--- src/rtl/cpu_types_pkg.sv ---
`default_nettype none
// ============================================================================
//  Module      : cpu_types_pkg
//  Description : Shared CPU datapath types: machine word, RAM status codes,
//                memory-arbiter FSM state and the arbiter timeout default.
//  Revision    : 1.0 - initial release
// ============================================================================
package cpu_types_pkg;

    // 32-bit machine word used for addresses and data.
    typedef logic [31:0] word_t;

    // Status reported by the RAM model/controller each cycle.
    typedef enum logic [1:0] {
        FREE   = 2'd0,
        BUSY   = 2'd1,
        ACCESS = 2'd2,
        ERROR  = 2'd3
    } ramstate_t;

    // Memory arbiter grant state.
    typedef enum logic [1:0] {
        IDLE   = 2'd0,
        DSERVE = 2'd1,
        ISERVE = 2'd2
    } arb_state_t;

    // Default number of BUSY cycles tolerated before a RAM access is aborted.
    localparam int ARB_TIMEOUT_DEFAULT = 255;

endpackage : cpu_types_pkg
`default_nettype wire

--- src/rtl/memory_arbiter_if.sv ---
`default_nettype none
// ============================================================================
//  Module      : memory_arbiter_if
//  Description : Bundle of request-unit and RAM signals around the memory
//                arbiter.
//                Requester side : iREN, iaddr, dREN, dWEN, daddr, dstore
//                                 -> iwait, dwait, iload, dload
//                RAM side       : ramstate, ramload
//                                 -> ramREN, ramWEN, ramaddr, ramstore
//                Status         : memerr (sticky error / timeout flag)
//                Modport slave  : the arbiter. Modport master : its environment.
//  Revision    : 1.0 - initial release
// ============================================================================
interface memory_arbiter_if;
    import cpu_types_pkg::*;

    // Requests from the request unit
    logic      iREN;
    word_t     iaddr;
    logic      dREN;
    logic      dWEN;
    word_t     daddr;
    word_t     dstore;

    // RAM responses
    ramstate_t ramstate;
    word_t     ramload;

    // RAM commands
    logic      ramREN;
    logic      ramWEN;
    word_t     ramaddr;
    word_t     ramstore;

    // Replies to the request unit
    logic      iwait;
    logic      dwait;
    word_t     iload;
    word_t     dload;
    logic      memerr;

    modport slave (
        input  iREN, iaddr, dREN, dWEN, daddr, dstore, ramstate, ramload,
        output ramREN, ramWEN, ramaddr, ramstore, iwait, dwait, iload, dload,
               memerr
    );

    modport master (
        output iREN, iaddr, dREN, dWEN, daddr, dstore, ramstate, ramload,
        input  ramREN, ramWEN, ramaddr, ramstore, iwait, dwait, iload, dload,
               memerr
    );

endinterface : memory_arbiter_if
`default_nettype wire

--- src/rtl/memory_arbiter.sv ---
`default_nettype none
// ============================================================================
//  Module      : memory_arbiter
//  Description : Arbitrates one shared RAM port between an instruction fetch
//                requester and a data requester. Data requests win when both
//                arrive together; a grant is held until the RAM reports
//                ACCESS, ERROR, a timeout, or the request is withdrawn.
//  Ports       : CLK  - system clock (rising edge)
//                RST  - synchronous active-high reset
//                bus  - memory_arbiter_if.slave (requests, RAM, status)
//  Parameters  : TIMEOUT - max BUSY cycles per RAM transaction
//  Revision    : 1.0 - initial release
// ============================================================================
module memory_arbiter
    import cpu_types_pkg::*;
#(
    parameter int TIMEOUT = ARB_TIMEOUT_DEFAULT
) (
    input  wire logic             CLK,
    input  wire logic             RST,
    memory_arbiter_if.slave       bus
);

    // Timer is wide enough to hold TIMEOUT itself, where it saturates.
    localparam int TIMER_W = (TIMEOUT < 2) ? 1 : $clog2(TIMEOUT + 1);
    localparam logic [TIMER_W-1:0] c_TIMER_MAX = TIMER_W'(TIMEOUT);

    arb_state_t         state_q,  state_d;
    logic [TIMER_W-1:0] timer_q,  timer_d;
    logic               memerr_q, memerr_d;

    logic               w_dreq;      // any data request (read or write)
    logic               w_live_req;  // request belonging to the current grant
    logic               w_access;    // RAM completes this cycle (not in reset)
    logic [TIMER_W-1:0] w_timer_inc; // saturating timer increment

    assign w_dreq   = bus.dREN | bus.dWEN;
    assign w_access = (bus.ramstate == ACCESS) && !RST;

    assign w_timer_inc = (timer_q == c_TIMER_MAX) ? timer_q
                                                  : timer_q + TIMER_W'(1);

    always_comb begin
        w_live_req = 1'b0;
        unique case (state_q)
            DSERVE:  w_live_req = w_dreq;
            ISERVE:  w_live_req = bus.iREN;
            default: w_live_req = 1'b0;
        endcase
    end

    // ------------------------------------------------------------------
    // Next-state, timer and error flag
    // ------------------------------------------------------------------
    always_comb begin
        state_d  = state_q;
        timer_d  = timer_q;
        memerr_d = memerr_q;

        unique case (state_q)
            IDLE: begin
                if (w_dreq) begin
                    state_d = DSERVE;
                    timer_d = '0;
                end else if (bus.iREN) begin
                    state_d = ISERVE;
                    timer_d = '0;
                end
            end

            DSERVE, ISERVE: begin
                if (!w_live_req) begin
                    // Requester withdrew: abandon the transaction.
                    state_d = IDLE;
                end else begin
                    unique case (bus.ramstate)
                        ACCESS: state_d = IDLE;
                        ERROR: begin
                            memerr_d = 1'b1;
                            state_d  = IDLE;
                        end
                        BUSY: begin
                            timer_d = w_timer_inc;
                            // Abort at the edge ending the TIMEOUT-th BUSY cycle.
                            if (w_timer_inc == c_TIMER_MAX) begin
                                memerr_d = 1'b1;
                                state_d  = IDLE;
                            end
                        end
                        default: ;
                    endcase
                end
            end

            default: state_d = IDLE;
        endcase
    end

    // ------------------------------------------------------------------
    // RAM command and requester reply outputs
    // ------------------------------------------------------------------
    always_comb begin
        bus.ramREN   = 1'b0;
        bus.ramWEN   = 1'b0;
        bus.ramaddr  = '0;
        bus.ramstore = '0;

        unique case (state_q)
            DSERVE: begin
                // Read+write together is treated as a write.
                bus.ramREN   = bus.dREN & ~bus.dWEN;
                bus.ramWEN   = bus.dWEN;
                bus.ramaddr  = bus.daddr;
                bus.ramstore = bus.dstore;
            end
            ISERVE: begin
                // Strobe follows the live request so an abort drops it at once.
                bus.ramREN  = bus.iREN;
                bus.ramaddr = bus.iaddr;
            end
            default: ;
        endcase

        // A completion is never signalled while reset is applied.
        bus.dwait = w_dreq    & ~((state_q == DSERVE) && w_access);
        bus.iwait = bus.iREN  & ~((state_q == ISERVE) && w_access);
    end

    assign bus.iload  = bus.ramload;
    assign bus.dload  = bus.ramload;
    assign bus.memerr = memerr_q;

    // ------------------------------------------------------------------
    // State registers
    // ------------------------------------------------------------------
    always_ff @(posedge CLK) begin
        if (RST) begin
            state_q  <= IDLE;
            timer_q  <= '0;
            memerr_q <= 1'b0;
        end else begin
            state_q  <= state_d;
            timer_q  <= timer_d;
            memerr_q <= memerr_d;
        end
    end

endmodule : memory_arbiter
`default_nettype wire

--- src/flat_wrapper.sv ---
// flat-port wrapper written by rule: the top's interface ports become plain ports
module memory_arbiter_flat import cpu_types_pkg::*;
#(
    parameter int TIMEOUT = ARB_TIMEOUT_DEFAULT
)
  (CLK, RST, bus_iREN, bus_iaddr, bus_dREN, bus_dWEN, bus_daddr, bus_dstore, bus_ramstate, bus_ramload, bus_ramREN, bus_ramWEN, bus_ramaddr, bus_ramstore, bus_iwait, bus_dwait, bus_iload, bus_dload, bus_memerr);
  memory_arbiter_if bus_i ();
  input  wire logic CLK;
  input  wire logic RST;
  input wire logic [$bits(bus_i.iREN)-1:0] bus_iREN;
  input wire logic [$bits(bus_i.iaddr)-1:0] bus_iaddr;
  input wire logic [$bits(bus_i.dREN)-1:0] bus_dREN;
  input wire logic [$bits(bus_i.dWEN)-1:0] bus_dWEN;
  input wire logic [$bits(bus_i.daddr)-1:0] bus_daddr;
  input wire logic [$bits(bus_i.dstore)-1:0] bus_dstore;
  input wire logic [$bits(bus_i.ramstate)-1:0] bus_ramstate;
  input wire logic [$bits(bus_i.ramload)-1:0] bus_ramload;
  output wire logic [$bits(bus_i.ramREN)-1:0] bus_ramREN;
  output wire logic [$bits(bus_i.ramWEN)-1:0] bus_ramWEN;
  output wire logic [$bits(bus_i.ramaddr)-1:0] bus_ramaddr;
  output wire logic [$bits(bus_i.ramstore)-1:0] bus_ramstore;
  output wire logic [$bits(bus_i.iwait)-1:0] bus_iwait;
  output wire logic [$bits(bus_i.dwait)-1:0] bus_dwait;
  output wire logic [$bits(bus_i.iload)-1:0] bus_iload;
  output wire logic [$bits(bus_i.dload)-1:0] bus_dload;
  output wire logic [$bits(bus_i.memerr)-1:0] bus_memerr;
  assign bus_i.iREN = bus_iREN;
  assign bus_i.iaddr = bus_iaddr;
  assign bus_i.dREN = bus_dREN;
  assign bus_i.dWEN = bus_dWEN;
  assign bus_i.daddr = bus_daddr;
  assign bus_i.dstore = bus_dstore;
  assign bus_i.ramstate = bus_ramstate;
  assign bus_i.ramload = bus_ramload;
  assign bus_ramREN = bus_i.ramREN;
  assign bus_ramWEN = bus_i.ramWEN;
  assign bus_ramaddr = bus_i.ramaddr;
  assign bus_ramstore = bus_i.ramstore;
  assign bus_iwait = bus_i.iwait;
  assign bus_dwait = bus_i.dwait;
  assign bus_iload = bus_i.iload;
  assign bus_dload = bus_i.dload;
  assign bus_memerr = bus_i.memerr;
  memory_arbiter #(.TIMEOUT(TIMEOUT)) u_core (.CLK(CLK), .RST(RST), .bus(bus_i));
endmodule
--- config.mk ---
export PLATFORM = sky130hd
export DESIGN_NAME = memory_arbiter_flat
export DESIGN_NICKNAME = d
export VERILOG_FILES = /design/src/rtl/cpu_types_pkg.sv /design/src/rtl/memory_arbiter_if.sv /design/src/rtl/memory_arbiter.sv /design/src/flat_wrapper.sv
export SDC_FILE = /design/constraint.sdc
export NUM_CORES = 1
export LEC_CHECK = 0
export ABC_AREA = 1
export BUFFER_PORTS_ARGS = -buffer_cell sky130_fd_sc_hd__clkbuf_2
export CAP_MARGIN = 0
export CORE_AREA = 5 5 100 102
export CTS_CLUSTER_DIAMETER = 50
export DETAILED_ROUTE_END_ITERATION = 10
export DIE_AREA = 0 0 105 107
export MAX_ROUTING_LAYER = met4
export SLEW_MARGIN = 10
export SYNTH_ARGS = -nofsm -noshare
export SYNTH_HDL_FRONTEND = slang
export SYNTH_SLANG_ARGS = --single-unit
--- constraint.sdc ---
create_clock -name CLK -period 3.8 [get_ports CLK]
set_input_delay 0.76 -clock CLK [delete_from_list [all_inputs] [get_ports CLK]]
set_output_delay 0.76 -clock CLK [all_outputs]
set_load 0.02 [all_outputs]
==> results of run 1 <==
-- layer usage --
metal  track usage  part of all wire
met1         0.137              0.35
met2         0.233              0.54
met5             -                 0
met4        0.0274            0.0077
met3        0.0458              0.10
-- kinds of logic (layout without fill, tap and decap cells) --
| kind of cell | after synthesis | count (layout) |
|---|---|---|
| AO/OA/AOI/OAI | 53 | 53 |
| XOR/XNOR | 1 | 1 |
| adder cells (fa/ha/maj) | 5 | 5 |
| buffers and inverters | 123 | 220 |
| flip-flops | 11 | 11 |
| AND/OR/NAND/NOR | 180 | 180 |
-- flip-flops by register name, indices dropped and copies added, names as in the netlist --
signal             cells
u_core.bus.memerr      1
u_core.state_q         2
u_core.timer_q         8
-- cells in the final DEF (no fill, tap or decap), drive strengths merged --
| cell type | count |
|---|---|
| clkbuf | 175 |
| nand2 | 152 |
| a21oi | 46 |
| inv | 43 |
| nor2 | 14 |
| dfxtp | 11 |
| nand3 | 10 |
| o21bai | 5 |
| ha | 5 |
| nor3 | 3 |
| buf | 2 |
| nand3b | 1 |
| a21boi | 1 |
| o21ai | 1 |
| xnor2 | 1 |
-- worst max-delay path by stage --
stage	from	to	cells past startpoint
global placement	u_core.state_q[1]$_SDFFE_PP0P_	bus_ramaddr[19]	6
detailed placement	u_core.state_q[1]$_SDFFE_PP0P_	bus_ramaddr[27]	6
finish	u_core.state_q[1]$_SDFFE_PP0P_	bus_ramaddr[27]	6
CTS	u_core.state_q[1]$_SDFFE_PP0P_	bus_ramaddr[27]	6
global route	u_core.state_q[1]$_SDFFE_PP0P_	bus_ramaddr[18]	6
floorplan	u_core.state_q[0]$_SDFFE_PP0P_	bus_iwait	5
-- worst reg2reg max path: stages, from the launching register on --
cell and delay (ns):
dfxtp_1 0.33, inv_1 0.09, ha_2 0.70, buf_4 0.38, nand2_1 0.11, nand2_1 0.09, nand2_1 0.08, o21ai_1 0.15
nand2_2 0.17, nor2_4 0.23, nand2_1 0.08, a21oi_1 0.13
-- power by group through the flow --
| stage | logic, mW | registers (mW) | clock network (mW) |
|---|---|---|---|
| after global placement | 0.394 | 0.129 | 0 |
| after global routing | 0.437 | 0.128 | 0.133 |
| after detailed placement | 0.400 | 0.129 | 0 |
| after CTS | 0.401 | 0.127 | 0.126 |
| after floorplan | 0.340 | 0.128 | 0 |
| final | 0.392 | 0.127 | 0.121 |
-- layout make-up --
cell class | count | area, um^2 | share of cell area
Timing Repair Buffer | 173 | 871 | 0.345
Sequential cell | 11 | 220 | 0.0873
Inverter | 43 | 161 | 0.0640
Multi-Input combinational cell | 239 | 1090 | 0.431
Tap cell | 111 | 139 | 0.0550
Clock buffer | 4 | 45.0 | 0.0178
-- stage by stage --
step | hold WS, ns | instance area [um^2] | setup WS, ns | std cells
2_1_floorplan | 0.468 | 2010 | 1.58 | 373
3_3_place_gp | 0.456 | 2480 | 1.17 | 577
3_5_place_dp | 0.468 | 2480 | 1.07 | 577
4_1_cts | 0.481 | 2520 | 0.803 | 581
5_1_grt | 0.520 | 2520 | 0.612 | 581
6_report | 0.472 | 2520 | 0.862 | 581
==> flow_metrics.env, run 1 <==
export IMPL_hold_path_class="reg -> reg"
export IMPL_power_density_mw_per_mm2=253
export IMPL_routedWlPerCell_um=13.7
export IMPL_synth_area_leaders="nand2_1, buf_4, a21oi_1"
export IMPL_yosys_area_share_xor_xnor=0.00436
export IMPL_h_tree_depth=1
export IMPL_muxShareOfSynthArea=0
export IMPL_finalWirelength_mm=7.96
export IMPL_power_frac_seq=0.199
export IMPL_grt_max_degree=45
export IMPL_hold_start="u_core.bus.memerr$_SDFFE_PP0P_"
export IMPL_p_total_mw=0.639
export IMPL_whs_path_depth=2
export IMPL_drive_gt1_frac=0.394
export IMPL_overflow=0
export IMPL_worstHoldEndpoint="u_core.bus.memerr$_SDFFE_PP0P_"
export IMPL_cts_sinks=11
export IMPL_cp_end_kind="primary output"
export IMPL_netlist_area_mm2=0.00201
export IMPL_synth_common_cells="nand2_1, buf_4, a21oi_1, inv_1"
export IMPL_finalWeightedCongestion=0.887
export IMPL_synth_edf_count=0
export IMPL_slowest_stage="ha_2"
export IMPL_path_class="reg -> out"
export IMPL_r2r_end="u_core.timer_q[7]$_SDFFE_PP0P_"
export IMPL_gr_usage_all_layers=0.129
export IMPL_worstSkewPairLatency_ns=0.25
export IMPL_min_period_ns=2.94
export IMPL_drv_slew=0
export IMPL_grt_pass1_wl_mm=11.7
export IMPL_slowest_delay_ns=0.70
export IMPL_drtPass1Iterations=4
export IMPL_cts_root_buf="clkbuf_8"
export IMPL_ff2ff_path_depth=11
export IMPL_layout_worst_path_cycle_share=0.773
export IMPL_fp_dieW_um=105
export IMPL_worst_path_buf_inv=3
export IMPL_ys_flop_type="dfxtp_1"
export IMPL_drc=0
export IMPL_cts_setup_buffers=0
export IMPL_core_mm2=0.00902
export IMPL_rows=35
export IMPL_cts_tree="yes"
export IMPL_combPwrFrac=0.613
export IMPL_synthSimpleGateAreaFrac=0.365
export IMPL_start_util=0.223
export IMPL_finClkSkew_ns=0.00560
export IMPL_async_flop_share=0
export IMPL_die_h_um=107
export IMPL_p_switching_mw=0.317
export IMPL_yosysSeqAreaShare=0.110
export IMPL_crit_path_cell_trace="inv_1 -> ha_2 -> buf_4 -> nand2_1 -> a21oi_1 -> clkbuf_2"
export IMPL_slew_headroom=0.481
export IMPL_grt_pass1_vias=2337
export IMPL_crit_fanout=44
export IMPL_synth_top_area_frac=0.277
export IMPL_synth_most_common_cell="nand2_1"
export IMPL_yosys_warnings=0
export IMPL_cp_required_ns=3.04
export IMPL_areaGrowthSynthToFinish_pct=25.7
export IMPL_outcome="complete, no violations"
export IMPL_hold_buffers=0
export IMPL_dp_hpwl_mm=6.78
export IMPL_avgSynthCellArea_um2=5.38
export IMPL_rsz0062_at_grt="false"
export IMPL_vias_per_cell=4.20
export IMPL_fmax_mhz=340
export IMPL_dieArea_mm2=0.0112
export IMPL_cts_inserted_buffers=3
export IMPL_fillers=1027
export IMPL_io_buffers=171
export IMPL_synth_top_area_cell="nand2_1"
export IMPL_power_switching_fraction=0.495
export IMPL_synth_cell_type_count=21
export IMPL_antenna_found_initial=0
export IMPL_timing_rr_start="u_core.state_q[1]$_SDFFE_PP0P_"
export IMPL_synth_top_family_by_area="simple AND/OR/NAND/NOR gates"
export IMPL_ir_worst_vdd_mv=0.167
export IMPL_cp_arrival_ns=2.18
export IMPL_cts_resized=0
export IMPL_drt_iter0_markers=135
export IMPL_synth_compound_area_frac=0.140
export IMPL_reg2reg_slack_ns=1.19
export IMPL_syn_inst=373
export IMPL_p_int_mw=0.323
export IMPL_syn_nets=513
export IMPL_via_count=2440
export IMPL_tns_ns=0
export IMPL_clk_pin_slew_ns=0.05
export IMPL_p_leak_nw=1.55
export IMPL_cp_start_kind="flop"
export IMPL_synth_adder_area_share=0.0312
export IMPL_clockBufferDepth=2
export IMPL_utilization=0.280
export IMPL_ys_seq_elements=11
export IMPL_ios=268
export IMPL_hold_viol_final=0
export IMPL_critPathTopFamily="adder cells"
export IMPL_setup_violations_final=0
export IMPL_cap_violations=0
export IMPL_diodes=0
export IMPL_clkPwrFrac=0.189
export IMPL_tightest_slew_ns=0.779
export IMPL_drtAntennaViolNets=0
export IMPL_nets=611
No activity file was read; power rests on OpenSTA's default activity.
==> run 2, diff against run 1 <==
clock period = 2.6 ns   (was 3.8 ns; I/O delays follow)
==> flow_metrics.env, run 2 (same netlist as run 1, synthesis figures left out) <==
export IMPL_setup_violations_final=0
export IMPL_dieArea_mm2=0.0112
export IMPL_drive_gt1_frac=0.400
export IMPL_nets=614
export IMPL_cts_root_buf="clkbuf_8"
export IMPL_antenna_found_initial=0
export IMPL_cts_sinks=11
export IMPL_areaGrowthSynthToFinish_pct=26.9
export IMPL_io_buffers=171
export IMPL_cp_start_kind="flop"
export IMPL_cts_setup_buffers=0
export IMPL_fin_ws_ns=0.184
export IMPL_layout_commonest_cell="clkbuf_2"
export IMPL_worstHoldEndpoint="u_core.bus.memerr$_SDFFE_PP0P_"
export IMPL_start_util=0.223
export IMPL_drc=0
export IMPL_hold_start="u_core.bus.memerr$_SDFFE_PP0P_"
export IMPL_crit_path_cell_trace="inv_1 -> ha_1 -> inv_2 -> a21oi_1 -> clkbuf_2"
export IMPL_finalWirelength_mm=8.26
export IMPL_via_count=2487
export IMPL_grt_pass1_wl_mm=12.4
export IMPL_whs_path_depth=2
export IMPL_path_class="reg -> out"
export IMPL_routedWlPerCell_um=14.1
export IMPL_drv_slew=0
export IMPL_tightest_slew_ns=0.656
export IMPL_vias_per_cell=4.26
export IMPL_place_ws_ns=0.405
export IMPL_ir_worst_vdd_mv=0.321
export IMPL_rsz0062_at_grt="false"
export IMPL_grtUsageMet2=0.257
export IMPL_cp_required_ns=2.08
export IMPL_cp_end_kind="primary output"
export IMPL_rows=35
export IMPL_largest_reg_flops=8
export IMPL_core_mm2=0.00902
export IMPL_overflow=0
export IMPL_r2r_end="u_core.state_q[1]$_SDFFE_PP0P_"
export IMPL_ios=268
export IMPL_reg2reg_slack_ns=0.57
export IMPL_grt_pass1_vias=2464
export IMPL_slowest_stage="inv_2"
export IMPL_power_density_mw_per_mm2=368
export IMPL_layout_common_cells="clkbuf_2, nand2_1, a21oi_1"
export IMPL_fp_dieW_um=105
export IMPL_timing_rr_start="u_core.state_q[0]$_SDFFE_PP0P_"
export IMPL_place_area_mm2=0.00250
export IMPL_drtAntennaViolNets=0
export IMPL_diodes=0
export IMPL_cap_violations=0
export IMPL_gr_usage_all_layers=0.136
export IMPL_cts_inserted_buffers=3
export IMPL_clk_pin_slew_ns=0.05
export IMPL_grt_max_degree=38
export IMPL_clockBufferDepth=2
export IMPL_hold_path_class="reg -> reg"
export IMPL_finalWeightedCongestion=0.921
export IMPL_p_leak_nw=1.57
export IMPL_whs_ns=0.475
export IMPL_tns_ns=0
export IMPL_fin_area_mm2=0.00255
export IMPL_outcome="complete, no violations"
export IMPL_grt_use_met3=0.0476
export IMPL_crit_fanout=37
export IMPL_cp_arrival_ns=1.90
export IMPL_fmax_mhz=414
export IMPL_dp_hpwl_mm=7.26
export IMPL_cts_tree="yes"
export IMPL_registers_top_by_ff_count="u_core.timer_q"
export IMPL_fillers=1069
export IMPL_drtPass1Iterations=4
export IMPL_groute_layer_met1_usage=0.141
export IMPL_h_tree_depth=1
export IMPL_drt_iter0_markers=112
export IMPL_slew_headroom=0.562
export IMPL_finClkSkew_ns=0.00174
export IMPL_ff2ff_path_depth=8
export IMPL_layout_worst_path_cycle_share=0.929
export IMPL_register_area_um2=220
export IMPL_hold_viol_final=0
export IMPL_busiest_layer="met2"
export IMPL_min_period_ns=2.42
export IMPL_die_h_um=107
export IMPL_slowest_delay_ns=0.50
export IMPL_worstSkewPairLatency_ns=0.24
export IMPL_multiInputGateArea_mm2=0.00109
run 2: area by class of cell:
type,instances,area share
sequential,11,0.0864
tap,111,0.0545
timing repair buffer,176,0.351
inverter,43,0.0633
clock buffer,4,0.0177
multi-input combinational,239,0.428
run 2: repair_timing:
item / 4_1_cts / 5_1_grt
endpoints found under the setup margin: 0 / 3
hold endpoints to repair: 0 / 0
hold buffers: 0 / 0
resized for setup: 0 / 1
run 2: worst max-delay path, delay by kind of cell (launching register included):
| kind | cells | cell delay (ns) |
|---|---|---|
| adders and majority gates | 1 | 0.32 |
| buffers and inverters | 3 | 0.79 |
| DFF | 1 | 0.38 |
| AOI/OAI and AO/OA | 1 | 0.15 |
run 2: how the worst max path moves through the flow:
stage | from | to | cells past startpoint | slack, ns
final | u_core.state_q[0]$_SDFFE_PP0P_ | bus_ramaddr[26] | 5 | 0.18
after global routing | u_core.state_q[0]$_SDFFE_PP0P_ | bus_ramaddr[26] | 5 | 0.02
after CTS | u_core.state_q[0]$_SDFFE_PP0P_ | bus_ramaddr[6] | 6 | 0.14
after detailed placement | u_core.state_q[0]$_SDFFE_PP0P_ | bus_ramaddr[6] | 6 | 0.41
after global placement | u_core.state_q[0]$_SDFFE_PP0P_ | bus_ramaddr[24] | 5 | 0.46
after floorplan | u_core.state_q[0]$_SDFFE_PP0P_ | bus_iwait | 5 | 0.62
run 2: metrics by stage:
stage / cells / total power [mW] / util
2_1_floorplan: 373 / 0.685 / -
3_3_place_gp: 580 / 0.771 / 0.277
3_5_place_dp: 580 / 0.778 / 0.277
4_1_cts: 584 / 0.955 / 0.282
5_1_grt: 584 / 1.02 / 0.283
6_report: 584 / 0.937 / 0.283
run 2: where the power goes:
part	internal (mW)	switching (mW)	total [mW]
clock	0.108	0.0628	0.170
combinational	0.193	0.388	0.581
sequential	0.177	0.00911	0.186
run 2: metal layers:
| layer | vias to the layer above | routed length [um] |
|---|---|---|
| li1 | 1269 | - |
| met3 | 2 | 841 |
| met2 | 153 | 4540 |
| met4 | 0 | 27 |
| met5 | - | 0 |
| met1 | 1063 | 2850 |
==> run 3, diff against run 2 <==
clock period = 1.96 ns   (was 2.6 ns; I/O delays follow)
==> flow_metrics.env, run 3 (same netlist as run 1, synthesis figures left out) <==
export IMPL_vias_per_cell=4.32
export IMPL_cts_tree="yes"
export IMPL_hold_path_class="reg -> reg"
export IMPL_core_mm2=0.00902
export IMPL_grt_pass1_vias=2439
export IMPL_registers_top_by_ff_count="u_core.timer_q"
export IMPL_largest_reg_flops=8
export IMPL_h_tree_depth=1
export IMPL_drtAntennaViolNets=0
export IMPL_via_count=2559
export IMPL_hold_viol_final=0
export IMPL_drtPass1Iterations=4
export IMPL_antenna_found_initial=0
export IMPL_layout_commonest_cell="clkbuf_2"
export IMPL_drive_gt1_frac=0.448
export IMPL_crit_path_frequent_cell="inv_2"
export IMPL_fp_dieW_um=105
export IMPL_grt_pass1_wl_mm=12.4
export IMPL_register_area_um2=228
export IMPL_slowest_delay_ns=0.38
export IMPL_rows=35
export IMPL_cp_start_kind="flop"
export IMPL_outcome="complete, no violations"
export IMPL_cp_arrival_ns=1.52
export IMPL_routedWlPerCell_um=14.2
export IMPL_clockBufferDepth=2
export IMPL_p_switching_mw=0.673
export IMPL_crit_path_cell_trace="inv_2 -> ha_4 -> inv_2 -> buf_8 -> a21oi_1 -> clkbuf_2"
export IMPL_cap_violations=0
export IMPL_power_density_mw_per_mm2=503
export IMPL_cts_inserted_buffers=3
export IMPL_min_period_ns=1.91
export IMPL_cp_end_kind="primary output"
export IMPL_finalWeightedCongestion=0.841
export IMPL_overflow=0
export IMPL_crit_fanout=25
export IMPL_start_util=0.223
export IMPL_setup_violations_final=0
export IMPL_gr_usage_all_layers=0.135
export IMPL_layout_common_cells="clkbuf_2, nand2_1, inv_1"
export IMPL_clkPwrFrac=0.162
export IMPL_finalWirelength_mm=8.43
export IMPL_path_class="reg -> out"
export IMPL_ios=268
export IMPL_p_int_mw=0.761
export IMPL_fmax_mhz=524
export IMPL_place_ws_ns=0.0559
export IMPL_drt_iter0_markers=211
export IMPL_finClkSkew_ns=0.00213
export IMPL_dp_hpwl_mm=7.04
export IMPL_p_leak_nw=1.66
export IMPL_layout_worst_path_cycle_share=0.974
export IMPL_combPwrFrac=0.661
export IMPL_clk_pin_slew_ns=0.05
export IMPL_cts_root_buf="clkbuf_8"
export IMPL_critPathTopFamily="buffers and inverters"
export IMPL_multiInputGateArea_mm2=0.00119
export IMPL_power_switching_fraction=0.469
export IMPL_worstSkewPairLatency_ns=0.24
export IMPL_fin_ws_ns=0.0506
export IMPL_slew_headroom=0.788
export IMPL_ir_worst_vdd_mv=0.414
export IMPL_nets=623
export IMPL_drc=0
export IMPL_die_h_um=107
export IMPL_diodes=0
export IMPL_areaGrowthSynthToFinish_pct=42.1
export IMPL_fillers=1014
export IMPL_grt_max_degree=30
export IMPL_dieArea_mm2=0.0112
export IMPL_io_buffers=171
export IMPL_worst_path_buf_inv=4
export IMPL_tightest_slew_ns=0.317
export IMPL_cp_required_ns=1.57
export IMPL_hold_buffers=0
export IMPL_cts_sinks=11
export IMPL_power_frac_seq=0.177
export IMPL_slowest_stage="dfxtp_2"
export IMPL_drv_slew=0
export IMPL_whs_ns=0.467
-- run 3: worst min-delay path: cells and delay by family (launching register included) --
kind / cells / cell delay, ns
AOI/OAI and AO/OA: 1 / 0.04
DFF: 1 / 0.32
and+or+nand+nor: 1 / 0.07
-- run 3: final cells by class --
type / count / share of cell area
clock buffers: 4 / 0.0158
well taps: 111 / 0.0487
repair buffers: 185 / 0.383
inverters: 43 / 0.0566
multi-input cells: 239 / 0.416
flip-flops and latches: 11 / 0.0798
-- run 3: timing repair --
action | CTS | global route
resized for setup | 30 | 38
setup endpoints to repair | 49 | 51
cloned | 0 | 1
pin swaps | 0 | 2
buffers inserted | 0 | 3
-- run 3: final timing paths --
| kind | cells past startpoint | to | slack (ns) | from |
|---|---|---|---|---|
| min | 2 | u_core.bus.memerr$_SDFFE_PP0P_ | 0.47 | u_core.bus.memerr$_SDFFE_PP0P_ |
| min reg2reg | 2 | u_core.bus.memerr$_SDFFE_PP0P_ | 0.47 | u_core.bus.memerr$_SDFFE_PP0P_ |
| max reg2reg | 11 | u_core.timer_q[0]$_SDFFE_PP0P_ | 0.21 | u_core.state_q[1]$_SDFFE_PP0P_ |
| max | 6 | bus_ramaddr[23] | 0.05 | u_core.state_q[1]$_SDFFE_PP0P_ |
-- run 3: per-stage QoR --
| stage | area (um^2) | total power [mW] | cells | util | setup TNS [ns] |
|---|---|---|---|---|---|
| 3_3_place_gp | 2560 | 1.07 | 585 | 0.284 | 0 |
| 4_1_cts | 2720 | 1.37 | 589 | 0.302 | -0.0110 |
| 6_report | 2850 | 1.43 | 593 | 0.316 | 0 |
| 2_1_floorplan | 2010 | 0.908 | 373 | - | 0 |
| 5_1_grt | 2850 | 1.54 | 593 | 0.316 | -0.00114 |
| 3_5_place_dp | 2560 | 1.08 | 585 | 0.284 | 0 |
-- run 3: power by group through the flow --
stage	registers [mW]	logic [mW]	clock network [mW]
5_1_grt	0.256	1.04	0.246
6_report	0.254	0.948	0.233
3_5_place_dp	0.250	0.833	0
4_1_cts	0.249	0.888	0.233
3_3_place_gp	0.250	0.824	0
2_1_floorplan	0.249	0.660	0
-- run 3: per-layer routing --
| metal | wire length [um] | part of all wire | vias to the layer above | global-route usage |
|---|---|---|---|---|
| met2 | 4430 | 0.53 | 175 | 0.241 |
| li1 | - | - | 1288 | - |
| met3 | 804 | 0.095 | 9 | 0.0379 |
| met4 | 52 | 0.0062 | 0 | 0.0201 |
| met1 | 3150 | 0.37 | 1087 | 0.153 |
| met5 | 0 | 0 | - | - |
